File: config.mk
export PLATFORM = sky130hd
export DESIGN_NAME = fifo_v4_sram_flat
export DESIGN_NICKNAME = d
export VERILOG_FILES = /design/src/rtl/fifo_v4_sram_if.sv /design/src/rtl/fifo_v4_sram.sv /design/src/flat_wrapper.sv
export SDC_FILE = /design/constraint.sdc
export NUM_CORES = 1
export LEC_CHECK = 0
export BUFFER_PORTS_ARGS = -buffer_cell sky130_fd_sc_hd__clkbuf_2
export CORE_ASPECT_RATIO = 1.2
export CORE_MARGIN = 5
export CORE_UTILIZATION = 61
export DETAILED_ROUTE_END_ITERATION = 10
export GPL_TIMING_DRIVEN = 1
export PLACE_DENSITY = 0.88
export SYNTH_ARGS = -nofsm -noshare
export SYNTH_HDL_FRONTEND = slang
export SYNTH_SLANG_ARGS = --single-unit
File: constraint.sdc
create_clock -name clk_i -period 4.6 [get_ports clk_i]
set_clock_uncertainty 0.05 [all_clocks]
set_input_delay 0.46 -clock clk_i [delete_from_list [all_inputs] [get_ports clk_i]]
set_output_delay 0.46 -clock clk_i [all_outputs]
set_load 0.1 [all_outputs]
File: src/rtl/fifo_v4_sram_if.sv
// fifo_v4_sram_if: handshake and status bundle for fifo_v4_sram.
//   master modport : the producer/consumer side (drives push/pop/data_i/flush)
//   slave modport  : the FIFO itself (drives data_o and all status flags)
//   flush_i        : synchronous clear of all contents
//   testmode_i     : carried for interface compatibility, no function
//   data_i/push_i  : push payload and request
//   pop_i          : pop request
//   data_o         : head entry, valid while empty_o is low
//   full_o, empty_o, usage_o, almost_full_o, almost_empty_o : occupancy status
//   overflow_o, underflow_o : sticky error flags
interface fifo_v4_sram_if #(
  parameter int DATA_WIDTH = 32,
  parameter int DEPTH      = 16
);
  localparam int CNT_W = $clog2(DEPTH + 1);

  logic                  flush_i;
  logic                  testmode_i;
  logic [DATA_WIDTH-1:0] data_i;
  logic                  push_i;
  logic                  pop_i;
  logic [DATA_WIDTH-1:0] data_o;
  logic                  full_o;
  logic                  empty_o;
  logic [CNT_W-1:0]      usage_o;
  logic                  almost_full_o;
  logic                  almost_empty_o;
  logic                  overflow_o;
  logic                  underflow_o;

  modport master (
    output flush_i, testmode_i, data_i, push_i, pop_i,
    input  data_o, full_o, empty_o, usage_o, almost_full_o,
           almost_empty_o, overflow_o, underflow_o
  );

  modport slave (
    input  flush_i, testmode_i, data_i, push_i, pop_i,
    output data_o, full_o, empty_o, usage_o, almost_full_o,
           almost_empty_o, overflow_o, underflow_o
  );
endinterface

File: src/rtl/fifo_v4_sram.sv
// fifo_v4_sram: synchronous FIFO on an inferred single-clock RAM whose
// registered read port doubles as a one-entry prefetch/output register, so
// the head entry falls through to data_o while empty_o is low.
//   clk_i  : clock
//   rst_ni : asynchronous active-low reset (RAM contents are not reset)
//   bus    : fifo_v4_sram_if.slave, push/pop handshake plus status flags
// usage_o counts entries in the RAM plus the output register. A push into an
// empty FIFO reaches data_o two edges later (write, then prefetch read), so
// usage_o=1 with empty_o=1 is a normal transient.
module fifo_v4_sram #(
  parameter int unsigned DATA_WIDTH = 32,
  parameter int unsigned DEPTH      = 16,
  parameter type         dtype      = logic [DATA_WIDTH-1:0],
  parameter int unsigned AF_LEVEL   = DEPTH - 2,
  parameter int unsigned AE_LEVEL   = 1,
  parameter int unsigned ADDR_DEPTH = $clog2(DEPTH),
  parameter int unsigned CNT_W      = $clog2(DEPTH + 1)
) (
  input  logic          clk_i,
  input  logic          rst_ni,
  fifo_v4_sram_if.slave bus
);

  localparam logic [CNT_W-1:0] FULL_LVL = CNT_W'(DEPTH);

  dtype                  mem_r [DEPTH];
  dtype                  data_r;
  logic [ADDR_DEPTH-1:0] wr_ptr_r;
  logic [ADDR_DEPTH-1:0] rd_ptr_r;
  logic [CNT_W-1:0]      ram_count_r;
  logic [CNT_W-1:0]      usage_r;
  logic [CNT_W-1:0]      ram_count_nxt_s;
  logic [CNT_W-1:0]      usage_nxt_s;
  logic                  out_valid_r;
  logic                  overflow_r;
  logic                  underflow_r;

  logic                  full_s;
  logic                  push_acc_s;
  logic                  pop_acc_s;
  logic                  rd_en_s;
  logic                  wr_en_s;
  logic                  unused_testmode_s;

  assign unused_testmode_s = bus.testmode_i;

  // Acceptance is judged on the registered state seen in this cycle.
  assign full_s     = (usage_r == FULL_LVL);
  assign push_acc_s = bus.push_i & ~full_s;
  assign pop_acc_s  = bus.pop_i & out_valid_r;
  // Refill the output register whenever it is, or is about to become, empty.
  assign rd_en_s    = (ram_count_r != {CNT_W{1'b0}}) & (~out_valid_r | pop_acc_s);
  assign wr_en_s    = push_acc_s & ~bus.flush_i;

  // RAM occupancy: pushes fill it, prefetch reads drain it into the output register.
  always_comb begin
    ram_count_nxt_s = ram_count_r;
    case ({push_acc_s, rd_en_s})
      2'b10:   ram_count_nxt_s = ram_count_r + CNT_W'(1'b1);
      2'b01:   ram_count_nxt_s = ram_count_r - CNT_W'(1'b1);
      default: ram_count_nxt_s = ram_count_r;
    endcase
  end

  // Total occupancy: only accepted pushes and pops move it.
  always_comb begin
    usage_nxt_s = usage_r;
    case ({push_acc_s, pop_acc_s})
      2'b10:   usage_nxt_s = usage_r + CNT_W'(1'b1);
      2'b01:   usage_nxt_s = usage_r - CNT_W'(1'b1);
      default: usage_nxt_s = usage_r;
    endcase
  end

  // RAM write port; contents are left unreset so the array maps onto SRAM.
  always_ff @(posedge clk_i) begin
    if (wr_en_s) begin
      mem_r[wr_ptr_r] <= dtype'(bus.data_i);
    end
  end

  // Pointers, counters, output register and sticky flags; flush beats push/pop.
  always_ff @(posedge clk_i or negedge rst_ni) begin
    if (!rst_ni) begin
      wr_ptr_r    <= {ADDR_DEPTH{1'b0}};
      rd_ptr_r    <= {ADDR_DEPTH{1'b0}};
      ram_count_r <= {CNT_W{1'b0}};
      usage_r     <= {CNT_W{1'b0}};
      out_valid_r <= 1'b0;
      overflow_r  <= 1'b0;
      underflow_r <= 1'b0;
      data_r      <= dtype'({DATA_WIDTH{1'b0}});
    end else if (bus.flush_i) begin
      // data_r deliberately holds its value across a flush.
      wr_ptr_r    <= {ADDR_DEPTH{1'b0}};
      rd_ptr_r    <= {ADDR_DEPTH{1'b0}};
      ram_count_r <= {CNT_W{1'b0}};
      usage_r     <= {CNT_W{1'b0}};
      out_valid_r <= 1'b0;
      overflow_r  <= 1'b0;
      underflow_r <= 1'b0;
    end else begin
      ram_count_r <= ram_count_nxt_s;
      usage_r     <= usage_nxt_s;
      if (push_acc_s) begin
        wr_ptr_r <= wr_ptr_r + ADDR_DEPTH'(1'b1);
      end
      if (bus.push_i && full_s) begin
        overflow_r <= 1'b1;
      end
      if (bus.pop_i && !out_valid_r) begin
        underflow_r <= 1'b1;
      end
      if (rd_en_s) begin
        rd_ptr_r    <= rd_ptr_r + ADDR_DEPTH'(1'b1);
        data_r      <= mem_r[rd_ptr_r];
        out_valid_r <= 1'b1;
      end else if (pop_acc_s) begin
        out_valid_r <= 1'b0;
      end
    end
  end

  assign bus.data_o         = data_r;
  assign bus.empty_o        = ~out_valid_r;
  assign bus.full_o         = full_s;
  assign bus.usage_o        = usage_r;
  assign bus.almost_full_o  = (32'(usage_r) >= AF_LEVEL);
  assign bus.almost_empty_o = (32'(usage_r) <= AE_LEVEL);
  assign bus.overflow_o     = overflow_r;
  assign bus.underflow_o    = underflow_r;

endmodule
File: src/flat_wrapper.sv
// flat-port wrapper written by rule: the top's interface ports become plain ports
module fifo_v4_sram_flat 
#(
  parameter int unsigned DATA_WIDTH = 32,
  parameter int unsigned DEPTH      = 16,
  parameter type         dtype      = logic [DATA_WIDTH-1:0],
  parameter int unsigned AF_LEVEL   = DEPTH - 2,
  parameter int unsigned AE_LEVEL   = 1,
  parameter int unsigned ADDR_DEPTH = $clog2(DEPTH),
  parameter int unsigned CNT_W      = $clog2(DEPTH + 1)
)
  (clk_i, rst_ni, bus_flush_i, bus_testmode_i, bus_data_i, bus_push_i, bus_pop_i, bus_data_o, bus_full_o, bus_empty_o, bus_usage_o, bus_almost_full_o, bus_almost_empty_o, bus_overflow_o, bus_underflow_o);
  fifo_v4_sram_if #(.DATA_WIDTH(DATA_WIDTH), .DEPTH(DEPTH)) bus_i ();
  input  logic clk_i;
  input  logic rst_ni;
  input wire logic [$bits(bus_i.flush_i)-1:0] bus_flush_i;
  input wire logic [$bits(bus_i.testmode_i)-1:0] bus_testmode_i;
  input wire logic [$bits(bus_i.data_i)-1:0] bus_data_i;
  input wire logic [$bits(bus_i.push_i)-1:0] bus_push_i;
  input wire logic [$bits(bus_i.pop_i)-1:0] bus_pop_i;
  output wire logic [$bits(bus_i.data_o)-1:0] bus_data_o;
  output wire logic [$bits(bus_i.full_o)-1:0] bus_full_o;
  output wire logic [$bits(bus_i.empty_o)-1:0] bus_empty_o;
  output wire logic [$bits(bus_i.usage_o)-1:0] bus_usage_o;
  output wire logic [$bits(bus_i.almost_full_o)-1:0] bus_almost_full_o;
  output wire logic [$bits(bus_i.almost_empty_o)-1:0] bus_almost_empty_o;
  output wire logic [$bits(bus_i.overflow_o)-1:0] bus_overflow_o;
  output wire logic [$bits(bus_i.underflow_o)-1:0] bus_underflow_o;
  assign bus_i.flush_i = bus_flush_i;
  assign bus_i.testmode_i = bus_testmode_i;
  assign bus_i.data_i = bus_data_i;
  assign bus_i.push_i = bus_push_i;
  assign bus_i.pop_i = bus_pop_i;
  assign bus_data_o = bus_i.data_o;
  assign bus_full_o = bus_i.full_o;
  assign bus_empty_o = bus_i.empty_o;
  assign bus_usage_o = bus_i.usage_o;
  assign bus_almost_full_o = bus_i.almost_full_o;
  assign bus_almost_empty_o = bus_i.almost_empty_o;
  assign bus_overflow_o = bus_i.overflow_o;
  assign bus_underflow_o = bus_i.underflow_o;
  fifo_v4_sram #(.DATA_WIDTH(DATA_WIDTH), .DEPTH(DEPTH), .dtype(dtype), .AF_LEVEL(AF_LEVEL), .AE_LEVEL(AE_LEVEL), .ADDR_DEPTH(ADDR_DEPTH), .CNT_W(CNT_W)) u_core (.clk_i(clk_i), .rst_ni(rst_ni), .bus(bus_i));
endmodule
# --- Yosys cells after proc, flatten, opt, wreduce, memory -nomap -nowiden ---
# Memories as Yosys holds them, arrays and structs flattened. A register that Yosys moved wholly into a read port is not among the register bits.
# Index checks and enable logic that the tools add are counted.
classes:
  addsub: 6
  order_cmp: 2
  n_eq_ne: 5
  n_mux: 17
  bitwise_logic: 8
  n_reduce_logical: 13
op_table:
  columns: ["cell", "count"]
  rows:
  - ["one-hot mux 5 bit (2 select lines)", 2]
  - ["two-way mux 4 bit", 4]
  - ["adder 5 x 1 -> 5 bit, second input constant", 2]
  - ["two-way mux 5 bit", 2]
  - ["subtractor 5 x 1 -> 5 bit, second input constant", 2]
  - ["two-way mux 1 bit", 9]
  - ["nonzero test 3 bit", 3]
  - ["adder 4 x 1 -> 4 bit, second input constant", 2]
  - ["nonzero test 2 bit", 4]
  - ["== test 5 bit, second input constant", 1]
  - ["greater-or-equal comparator 5 x 4 -> 1 bit, second input constant", 1]
  - ["less-or-equal comparator 5 x 1 -> 1 bit, second input constant", 1]
  - ["nonzero test 5 bit", 1]
  - ["AND 1 bit", 4]
  - ["== test 2 x 1 -> 1 bit, second input constant", 2]
  - ["== test 2 bit, second input constant", 2]
  - ["inverter 1 bit", 3]
  - ["logical AND 1 bit", 2]
  - ["logical NOT 1 bit", 2]
  - ["AND reduction 2 bit", 1]
  - ["bitwise OR 1 bit", 1]
word_totals:
  register_bits: 21
  ram_bits: 512
  elab_cells: 59
  n_memories: 1
memory_table:
  columns: ["name", "words", "width", "rd", "rd_ports_with_merged_regs", "write_ports", "line_no", "source"]
  rows:
  - ["u_core.mem_r", 16, 32, 1, 1, 1, "fifo_v4_sram.sv:26", "dtype mem_r [DEPTH];"]

# --- Depth between registers and ports, before layout ---
# Gate-level depths: netlist of run 1.
depth:
  depth_word: 6
  depth_mapped: 12
  mapped_depth_nobuf: 12

# --- Worst setup path before layout of run 1 ---
# Ideal clock, no wire load.
synth_timing:
  path_kind: "register -> register"
  startpoint: "reg u_core.usage_r[0] (netlist: u_core.bus.usage_o[0])"
  endpoint: "mem u_core.mem_r[3][0] in the netlist's numbering, enable pin"
  setup_time_ns: 0.461
  arrival_ns: 4.364
  required_time_ns: 4.089
  setup_slack_ns: -0.275
  stages_incl_launch_ff: 8
  path_buffers: 0
  synth_period_minus_slack_ns: 4.875
  cell_sequence: "dfrtp_1 -> inv_1 -> ha_1 -> nand4bb_4 -> nand2_1 -> nor2_1 -> nand2_1 -> nor3_1"
synth_via:
  elab_chain_cells: 6
synth_lines:
  columns: ["element", "line_no", "source"]
  rows:
  - ["start, declared", "fifo_v4_sram.sv:31", "logic [CNT_W-1:0] usage_r;"]
  - ["start signal, assigned", "fifo_v4_sram.sv:88", "usage_r <= {CNT_W{1'b0}};"]
  - ["start signal, assigned", "fifo_v4_sram.sv:98", "usage_r <= {CNT_W{1'b0}};"]
  - ["start signal, assigned", "fifo_v4_sram.sv:104", "usage_r <= usage_nxt_s;"]
  - ["== test 5 bit", "fifo_v4_sram.sv:48", "assign full_s = (usage_r == FULL_LVL);"]
  - ["inverter 1 bit", "fifo_v4_sram.sv:49", "assign push_acc_s = bus.push_i & ~full_s;"]
  - ["AND 1 bit", "fifo_v4_sram.sv:49", null]
  - ["AND 1 bit", "fifo_v4_sram.sv:53", "assign wr_en_s = push_acc_s & ~bus.flush_i;"]
  - ["two-way mux 1 bit", "fifo_v4_sram.sv:77", "if (wr_en_s) begin"]
  - ["two-way mux 1 bit (not written as such)", "fifo_v4_sram.sv:78", "mem_r[wr_ptr_r] <= dtype'(bus.data_i);"]
  - ["end, declared", "fifo_v4_sram.sv:26", null]
# No other way between the ends.

# --- Worst setup path in the final report of run 1 ---
layout_timing:
  startpoint: "reg u_core.usage_r[0] (netlist: u_core.bus.usage_o[0])"
  endpoint: "mem u_core.mem_r[11][19] in the netlist's numbering, enable pin"
# Same word-level chain as after synthesis.

==> summary.md, run 1 <==
| Metric | Value |
|---|---|
| RSZ-0062 raised after global routing | no |
| Synthesis Warnings | 0 |
| IO Port Bufs | 79 |
| Ratio of cells with drive above 1 in the final layout | 0.296 |
| R2R setup slack | 1080 ps |
| Final Non-Filler Cells | 1632 |
| Slew HR | 0.209 |
| Main combinational cell family by area after synthesis | multiplexers |
| First-pass GRT wire length | 76.9 mm |
| FF+latch count, synth | 565 |
| Worst skew pair latency | 580 ps |
| Initial DRC count | 1401 |
| Setup violations, final | 0 |
| Routed wire length | 51.5 mm |
| Syn Area/Cell | 21.4 sq um |
| Post-CTS setup buffers | 0 |
| Fin crit period | 3520 ps |
| Int Pwr | 9.62 mW |
| CP Class | reg -> reg |
| FF-to-FF End | u_core.mem_r[11][19]$_DFFE_PP_ |
| Initial antenna violation count | 1 |
| Max H-tree Level | 2 |
| Post-route DRC | 0 |
| Placer Congestion | 0.778 |
| Initial Util | 0.621 |
| Status | finished, final reports clean |
| Power Total | 14.4 mW |
| Routed Antenna Nets | 0 |
| Vias in the first global route | 11800 |
| Max-cap viol count | 0 |
| CTS tree | done |
| Post-synth EDFFs | 512 |
| Seq/Total Area, Yosys | 0.766 |
| Worst Setup SP | u_core.bus.usage_o[0]$_DFFE_PN0P_ |
| Cell leakage power | 7.93 nW |
| Pre-CTS setup slack | 1250 ps |
| WL per Instance | 31.6 um |
| Endpoint class of the critical path | flip-flop |
| Power per cell area | 584 nW/um^2 |
| Area delta synth->final | 13.0% |
| Mapped Cells | 1017 |
| CP startpoint kind | flip-flop |
| Reg2reg start | u_core.bus.usage_o[0]$_DFFE_PN0P_ |
| Pins Over Slew Limit | 0 |
| Count leader, synth | edfxtp_1 |
| Async SR Flop Fraction | 0.0938 |
| Post-synthesis simple-gate area fraction | 0.0249 |
| Cell Count Post-Placement | 1536 |
| Syn Std Cell Area | 21800 sq um |
| Cell chosen for the clock root | clkbuf_16 |
| Clock tree buffer depth | 3 |
| Top post-synthesis cells by area | edfxtp_1, mux4_2, dfrtp_1 |
| Core Area | 35100 sq um |
| Met3 wire len | 5.12 mm |
| WL met1 | 18.6 mm |
| Syn nets | 1067 |
| Multiplexer share of the synthesized area | 0.163 |
| CP max stage delay | 860 ps |
| Via count | 11200 |
| Num rows | 75 |
| Worst VDD drop | 0.451 mV |
| Hold Path Class | in -> async |
| Die H | 217 um |
| Final Hold Fails | 0 |
| Synth Area in XOR/XNOR | 0.00563 |
| Clock Power Share | 0.301 |
| Cell mode on critical path | nand2_1 |
| Layout Nets | 1176 |
| Fmax achieved | 284 MHz |
| Gr ovfl total | 0 |
| Highest metal layer with signal wires | met4 |
| CP Cell Sequence | inv_1, ha_1, nand4bb_4, nand2_1, nor2_1, nand2_1, nor2_4, buf_4 |
| Tot GR Track Use | 0.264 |
| Unique masters post-synth | 41 |
| Worst-path clk slew | 70 ps |
| Core Util, Final | 0.702 |
| Crit Path Max Fanout | 21 |
| Share of the synthesized area in the top cell type | 0.705 |
| DP HPWL | 26.6 mm |
| Clk sinks | 565 |
| Tcrit/Tclk final | 0.766 |
| CTS Buf Count | 50 |
| Compound-gate portion of the synthesized area | 0.0210 |
| Comb pwr share | 0.272 |
| Slew @ Worst Pin | 1190 ps |
| Die area | 39600 sq um |
| Post-synth top area cell | edfxtp_1 |
| PostCTS Resize Cnt | 0 |
| Arrival time at the worst endpoint | 3730 ps |
| # hold bufs at CTS | 0 |
| Vias/cell | 6.88 |
| Fin worst setup slack | 1080 ps |
| Switching Fraction | 0.332 |
| Worst path slowest cell | nor2_4 |
| DRT Pass-1 Iters | 5 |
| Worst Path Required | 4800 ps |
| Worst reg-to-reg path cell count | 8 |
| Register share of total power | 0.428 |
| Top FF cell, synth | edfxtp_1 |
| IO Count | 81 |
| Die X | 183 um |
| Psw | 4.78 mW |
| Post-synth top cells | edfxtp_1, mux4_2, mux2i_1 |
| Post-synthesis adder-cell area fraction | 0.00689 |
| DR WL met2 | 26.0 mm |
| Largest net degree at the start of global routing | 50 |
-- layout make-up --
class | count | area, sq um
multi-input cells | 394 | 4940
clock buffers | 66 | 1430
diodes | 2 | 5.00
flip-flops and latches | 565 | 16700
clock inverters | 28 | 282
well taps | 462 | 578
fillers | 1954 | 10500
repair buffers | 108 | 663
inverters | 7 | 31.3
-- per-layer routing --
layer,GRT usage,vias up
li1,-,4427
met1,0.358,5859
met2,0.430,809
met3,0.0593,135
met4,0.0961,0
met5,0,-
-- how the worst max path moves through the flow --
stage	endpoint	cells after the start	slack, ps
after floorplan	u_core.mem_r[0][0]$_DFFE_PP_	7	-270
after global placement	u_core.mem_r[10][21]$_DFFE_PP_	8	1360
after detailed placement	u_core.mem_r[11][14]$_DFFE_PP_	8	1250
after CTS	u_core.mem_r[11][19]$_DFFE_PP_	8	1130
after global routing	u_core.mem_r[11][14]$_DFFE_PP_	8	940
final	u_core.mem_r[11][19]$_DFFE_PP_	8	1080
-- critical path: cells and delay by family, from the launching register on --
kind / cells / cell delay (ps)
adders and majority gates: 1 / 250
buffers and inverters: 2 / 540
DFF: 1 / 480
and+or+nand+nor: 5 / 1860
-- registers in the layout, summed over array words and instances (netlist names) --
| signal | flops |
|---|---|
| u_core.out_valid_r | 1 |
| u_core.ram_count_r | 5 |
| u_core.bus.data_o | 32 |
| u_core.wr_ptr_r | 4 |
| u_core.bus.overflow_o | 1 |
| u_core.bus.underflow_o | 1 |
| u_core.bus.usage_o | 5 |
| u_core.mem_r | 512 |
| u_core.rd_ptr_r | 4 |
-- stage by stage --
stage | TNS, ps | hold slack, ps | area, sq um
6_report | 0 | 44.8 | 24600
2_1_floorplan | -17510 | 114 | 21800
3_3_place_gp | 0 | 421 | 22900
3_5_place_dp | 0 | 427 | 22900
4_1_cts | 0 | 58.8 | 24600
5_1_grt | 0 | 105 | 24600
-- placed cells by master, fill, tap and decap left out, drive strengths merged, types with 10 or more instances in the layout --
cell type / instances
clkbuf: 144
a21oi: 10
nand2: 47
o221ai: 32
buf: 30
edfxtp: 512
mux2i: 66
nor2: 32
nor3: 10
dfrtp: 53
clkinv: 19
ha: 12
mux4: 128
-- power by group through the flow --
stage / Combinational [mW] / Sequential (mW) / Clock, mW
CTS: 3.92 / 6.16 / 4.35
global route: 4.11 / 6.19 / 4.59
global placement: 3.68 / 6.25 / 0
detailed placement: 3.82 / 6.26 / 0
finish: 3.91 / 6.16 / 4.33
floorplan: 2.08 / 7.13 / 0
-- cells by family (layout without fill, tap and decap cells) --
group,count (synthesis),in the layout
flops,565,565
mux,194,194
simple gates,115,115
compound gates,59,59
buf+inv,58,209
xor+xnor,14,14
fa+ha+maj,12,12
other cells,0,2
Power figures use the tool's default switching activity.
==> run 2: changes to the inputs <==
==> constraint.sdc (replaced) <==
create_clock -name clk_i -period 3.4 [get_ports clk_i]
set_clock_uncertainty 0.05 [all_clocks]
set_input_delay 0.34 -clock clk_i [delete_from_list [all_inputs] [get_ports clk_i]]
set_output_delay 0.34 -clock clk_i [all_outputs]
set_load 0.1 [all_outputs]
==> run 2 against run 1 <==
- global-route usage grew 0.11 points
- register-to-register slack lost 860 ps
- first-iteration DRC count shrank 5.9%
- power grew 37%
- sequential cell count is the same
- cell count grew 0.80%
- sequential share of layout area shrank 1.0 points
- critical path depth grew 4
- clock power grew 41%
- critical path type unchanged
- largest cell class unchanged
- largest power group unchanged
- highest routed layer is now met5
==> summary.md, run 2 (synthesis gave the netlist of run 1 again) <==
| Metric | Value |
|---|---|
| Status | finished, final reports clean |
| Setup violations, final | 0 |
| Hold Path Class | in -> reg |
| WL per Instance | 31.4 um |
| Fin area | 25000 sq um |
| Worst path slowest cell | a2111oi_1 |
| Die H | 217 um |
| Tcrit/Tclk final | 0.937 |
| FF-to-FF End | u_core.ram_count_r[4]$_DFFE_PN0P_ |
| CP Class | reg -> reg |
| Met3 wire len | 4.92 mm |
| DP HPWL | 26.3 mm |
| Max-cap viol count | 0 |
| Crit Path Max Fanout | 9 |
| CTS tree | done |
| Int Pwr | 13.4 mW |
| Die X | 183 um |
| Fmax achieved | 314 MHz |
| Ratio of cells with drive above 1 in the final layout | 0.304 |
| Reg with most FFs | u_core.mem_r |
| Clock Power Share | 0.309 |
| Num rows | 75 |
| Worst reg-to-reg path cell count | 12 |
| Hold Startpoint | bus_pop_i |
| WL met1 | 17.8 mm |
| Post-route DRC | 0 |
| DRT Pass-1 Iters | 5 |
| Area delta synth->final | 14.8% |
| Psw | 6.42 mW |
| Switching Fraction | 0.324 |
| Max H-tree Level | 2 |
| Arrival time at the worst endpoint | 3590 ps |
| IO Port Bufs | 79 |
| Initial Util | 0.621 |
| Initial DRC count | 1318 |
| Cell Count Post-Placement | 1549 |
| Layout Nets | 1190 |
| Via count | 11200 |
| R2R setup slack | 220 ps |
| Most common cell after layout, fill and taps aside | edfxtp_1 |
| Highest metal layer with signal wires | met5 |
| Reg2reg start | u_core.bus.usage_o[1]$_DFFE_PN0P_ |
| Routed wire length | 51.6 mm |
| Clk sinks | 565 |
| Core Area | 35100 sq um |
| Clock tree buffer depth | 3 |
| Worst Path Required | 3810 ps |
| Gr ovfl total | 0 |
| CP Buf/Inv Count | 2 |
| Final Non-Filler Cells | 1645 |
| DR WL met2 | 26.8 mm |
| Initial antenna violation count | 4 |
| Register share of total power | 0.416 |
| Core Util, Final | 0.713 |
| Pins Over Slew Limit | 0 |
| Cell chosen for the clock root | clkbuf_16 |
| Die area | 39600 sq um |
| Slew HR | 0.244 |
| Fin crit period | 3180 ps |
| Routed Antenna Nets | 0 |
| Comb pwr share | 0.274 |
| Worst skew pair latency | 580 ps |
| RSZ-0062 raised after global routing | no |
| Vias/cell | 6.82 |
| Top delay family on crit path | simple AND/OR/NAND/NOR gates |
| Placed inst area | 23200 sq um |
| First-pass GRT wire length | 76.6 mm |
| Worst-path clk slew | 70 ps |
| Slew @ Worst Pin | 1130 ps |
| Worst VDD drop | 0.636 mV |
| Tot GR Track Use | 0.265 |
| Placer Congestion | 0.848 |
| CTS Buf Count | 50 |
| Endpoint class of the critical path | flip-flop |
| Fill count | 1903 |
| Worst hold margin | 54.9 ps |
| PostCTS Resize Cnt | 0 |
| CP startpoint kind | flip-flop |
| Cell leakage power | 8.05 nW |
| Min-Delay Path Depth | 3 |
| CP max stage delay | 580 ps |
| WHS Endpoint | u_core.bus.underflow_o$_DFFE_PN0P_ |
| Most frequent cells in the layout | edfxtp_1, mux4_2, clkbuf_2 |
| Power Total | 19.8 mW |
| Largest net degree at the start of global routing | 71 |
| CP Cell Sequence | inv_1, ha_1, nand4bb_4, clkinv_4, nor2_4, nor2_1, xor2_1, ha_1, or3_1, a2111oi_1, nor3_1, nor3_1 |
| Number of flip-flops under the largest register name | 512 |
| IO Count | 81 |
| Vias in the first global route | 11800 |
| Final Hold Fails | 0 |
| Power per cell area | 791 nW/um^2 |
run 2: tightest hold or removal path: cells and delay by family:
kind                   cells  cell delay, ps
AO/OA/AOI/OAI              1              80
AND/OR/NAND/NOR            1              70
buffers and inverters      1             130
run 2: how the worst max path moves through the flow:
stage	from	end	slack, ps	cells past startpoint
2_1_floorplan	u_core.bus.usage_o[0]$_DFFE_PN0P_	u_core.mem_r[15][0]$_DFFE_PP_	-300	7
3_3_place_gp	u_core.bus.usage_o[0]$_DFFE_PN0P_	u_core.ram_count_r[4]$_DFFE_PN0P_	500	12
6_report	u_core.bus.usage_o[1]$_DFFE_PN0P_	u_core.ram_count_r[4]$_DFFE_PN0P_	220	12
5_1_grt	u_core.bus.usage_o[0]$_DFFE_PN0P_	u_core.ram_count_r[4]$_DFFE_PN0P_	50	12
3_5_place_dp	u_core.bus.usage_o[0]$_DFFE_PN0P_	u_core.ram_count_r[4]$_DFFE_PN0P_	350	12
4_1_cts	u_core.bus.usage_o[0]$_DFFE_PN0P_	u_core.ram_count_r[4]$_DFFE_PN0P_	230	12
run 2: layout make-up:
class,count,area (sq um),area share
Timing Repair Buffer,122,933,0.0373
Antenna cell,1,2.50,0.000100
Inverter,7,31.3,0.00125
Multi-Input combinational cell,394,4960,0.198
Tap cell,462,578,0.0231
Sequential cell,565,16700,0.668
Clock inverter,21,305,0.0122
Clock buffer,73,1490,0.0596
run 2: layer usage:
metal,GRT usage,vias to the layer above
met5,0,-
met2,0.453,831
met1,0.340,5770
met4,0.0968,6
li1,-,4452
met3,0.0558,163
run 2: per-stage QoR:
step,setup slack [ps],setup TNS (ps)
floorplan,-300,-87490
global placement,501,0
detailed placement,350,0
CTS,235,0
global route,54.0,0
finish,215,0
run 2: timing repair:
item	CTS	global route
hold buffers	1	0
setup buffers	0	0
hold endpoints to repair	23	0
run 2: power by group through the flow:
stage / Clock [mW] / Combinational, mW / Sequential (mW)
6_report: 6.12 / 5.43 / 8.23
5_1_grt: 6.50 / 5.71 / 8.27
4_1_cts: 6.17 / 5.47 / 8.23
3_5_place_dp: 0 / 5.32 / 8.35
3_3_place_gp: 0 / 5.16 / 8.34
2_1_floorplan: 0 / 2.83 / 9.65
==> run 3: changes to the inputs <==
--- a/config.mk
+++ b/config.mk
@@ -5,13 +5,14 @@
 export SDC_FILE = /design/constraint.sdc
 export NUM_CORES = 1
 export LEC_CHECK = 0
+export ABC_AREA = 1
 export BUFFER_PORTS_ARGS = -buffer_cell sky130_fd_sc_hd__clkbuf_2
 export CORE_ASPECT_RATIO = 1.2
 export CORE_MARGIN = 5
-export CORE_UTILIZATION = 61
+export CORE_UTILIZATION = 62
 export DETAILED_ROUTE_END_ITERATION = 10
 export GPL_TIMING_DRIVEN = 1
-export PLACE_DENSITY = 0.88
+export PLACE_DENSITY = 0.89
 export SYNTH_ARGS = -nofsm -noshare
 export SYNTH_HDL_FRONTEND = slang
 export SYNTH_SLANG_ARGS = --single-unit
==> run 3 against run 2 <==
- maximum frequency is 9.8% higher
- first-iteration DRC count rose by 72%
- area after synthesis up 3.3%
- wire length is 7.5% higher
- critical path type unchanged
==> summary.md, run 3 <==
| Metric | Value |
|---|---|
| Reg with most FFs | u_core.mem_r |
| FF/Latch Area | 16700 sq um |
| Cell leakage power | 9.09 nW |
| Mapped Cells | 1721 |
| Die H | 219 um |
| Most common cell after layout, fill and taps aside | edfxtp_1 |
| Worst-path clk slew | 60 ps |
| Syn Area/Cell | 13.1 sq um |
| Final Hold Fails | 0 |
| Core Util, Final | 0.703 |
| Core Area | 35800 sq um |
| Die X | 184 um |
| Pins Over Slew Limit | 0 |
| Share of the synthesized area in the top cell type | 0.683 |
| Gr ovfl total | 0 |
| Final Non-Filler Cells | 2305 |
| Worst VDD drop | 0.442 mV |
| DRT Pass-1 Iters | 6 |
| Arrival time at the worst endpoint | 3100 ps |
| Endpoint class of the critical path | flip-flop |
| Cell Count Post-Placement | 2208 |
| Hold Path Class | in -> reg |
| CP Class | reg -> reg |
| Initial DRC count | 2268 |
| FF+latch count, synth | 565 |
| CP startpoint kind | flip-flop |
| Initial antenna violation count | 2 |
| Post-synth top area cell | edfxtp_1 |
| Worst Setup SP | u_core.bus.usage_o[0]$_DFFE_PN0P_ |
| Max-cap viol count | 0 |
| Slew HR | 0.344 |
| Fmax achieved | 345 MHz |
| R2R setup slack | 500 ps |
| Vias/cell | 6.51 |
| Unique masters post-synth | 33 |
| Number of flip-flops under the largest register name | 512 |
| Top post-synthesis cells by area | edfxtp_1, dfrtp_1, nand2_1 |
| Power per cell area | 780 nW/um^2 |
| Clk sinks | 565 |
| Post-synth top cells | edfxtp_1, nand2_1, nor2_1 |
| Largest net degree at the start of global routing | 101 |
| FF-to-FF End | u_core.mem_r[5][26]$_DFFE_PP_ |
| WL per Instance | 24.1 um |
| Most frequent cells in the layout | edfxtp_1, nand2_1, nor2_1 |
| Tcrit/Tclk final | 0.853 |
| Syn Std Cell Area | 22500 sq um |
| First-pass GRT wire length | 84.0 mm |
| Area delta synth->final | 12.0% |
| DP HPWL | 28.5 mm |
| Worst hold margin | 8.39 ps |
| Via count | 15000 |
| RSZ-0062 raised after global routing | no |
| Worst reg-to-reg path cell count | 10 |
| Pre-CTS setup slack | 552 ps |
| Fin crit period | 2900 ps |
| Final setup TNS | 0 ps |
| Worst Setup EP | u_core.mem_r[5][26]$_DFFE_PP_ |
| Status | finished, final reports clean |
| Routed Antenna Nets | 0 |
| Vias in the first global route | 15100 |
| Multi-input combinational cell area | 5320 sq um |
| Layout Nets | 1844 |
| Worst skew pair latency | 570 ps |
| Routed wire length | 55.5 mm |
| Count leader, synth | edfxtp_1 |
| Fin area | 25200 sq um |
| Syn nets | 1771 |
| Crit Path Max Fanout | 26 |
| Synthesis Warnings | 0 |
| Setup violations, final | 0 |
| Cell chosen for the clock root | clkbuf_16 |
| Async SR Flop Fraction | 0.0938 |
| Seq/Total Area, Yosys | 0.742 |
| Num rows | 76 |
| IO Port Bufs | 79 |
| Power Total | 19.7 mW |
| Die area | 40200 sq um |
| Fill count | 2061 |
| Clock tree buffer depth | 3 |
| Placed inst area | 23600 sq um |
| Post-route DRC | 0 |
| Worst Path Required | 3600 ps |
| IO Count | 81 |
| CTS tree | done |
| Max H-tree Level | 2 |
| Post-CTS setup buffers | 0 |
| Post-synth EDFFs | 512 |
| Slew @ Worst Pin | 982 ps |
| Reg2reg start | u_core.bus.usage_o[0]$_DFFE_PN0P_ |
| Initial Util | 0.628 |
| CTS Buf Count | 50 |
| Fin worst setup slack | 500 ps |
| Tot GR Track Use | 0.273 |
| Ratio of cells with drive above 1 in the final layout | 0.129 |
| Top FF cell, synth | edfxtp_1 |
| Placer Congestion | 0.754 |
run 3: final cells by class:
class                   instances  area share
inverters                      38     0.00576
diodes                          2    0.000199
repair buffers                119      0.0342
well taps                     468      0.0232
multi-input cells            1020       0.211
flip-flops and latches        565       0.663
clock inverters                29     0.00829
clock buffers                  64      0.0545
run 3: worst max-delay path: stages (launching register included):
cell and delay, ps:
dfrtp_2 390, inv_1 120, ha_1 220, nand2_1 60, inv_1 50, nand2_2 70
nand2_4 110, nor2_1 280, inv_1 380, nor3_4 540, buf_12 300
run 3: cells by family after synthesis:
group | synth area share
AO/OA/AOI/OAI | 0.0986
XOR/XNOR | 0.00117
adder cells (fa/ha/maj) | 0.00667
buffers and inverters | 0.0297
flip-flops | 0.742
multiplexers | 0.0285
AND/OR/NAND/NOR | 0.0933
run 3: power breakdown:
part	leakage, nW	switching [mW]	total, mW	internal, mW
sequential	5.28	0.309	8.20	7.89
clock	0.778	2.44	5.46	3.02
combinational	3.02	4.58	6.01	1.43
run 3: timing repair:
item / 4_1_cts / 5_1_grt
gates resized for setup: 0 / 0
endpoints found under the setup margin: 0 / 0
hold buffers: 2 / 0
endpoints found under the hold margin: 29 / 0
run 3: how the worst min path moves through the flow:
stage	startpoint	cells past startpoint	to
after floorplan	rst_ni	0	u_core.bus.data_o[0]$_DFFE_PN0P_
after global placement	rst_ni	1	u_core.bus.usage_o[3]$_DFFE_PN0P_
after detailed placement	rst_ni	1	u_core.bus.usage_o[3]$_DFFE_PN0P_
after CTS	bus_push_i	3	u_core.bus.overflow_o$_DFFE_PN0P_
after global routing	bus_push_i	3	u_core.bus.overflow_o$_DFFE_PN0P_
final	bus_push_i	3	u_core.bus.overflow_o$_DFFE_PN0P_
run 3: routing by layer:
| metal | up-vias | global-route usage | wire length (um) |
|---|---|---|---|
| li1 | 6391 | - | - |
| met3 | 205 | 0.0456 | 6310 |
| met4 | 0 | 0.134 | 2520 |
| met1 | 7198 | 0.350 | 18700 |
| met5 | - | 0 | 0 |
| met2 | 1204 | 0.456 | 27900 |
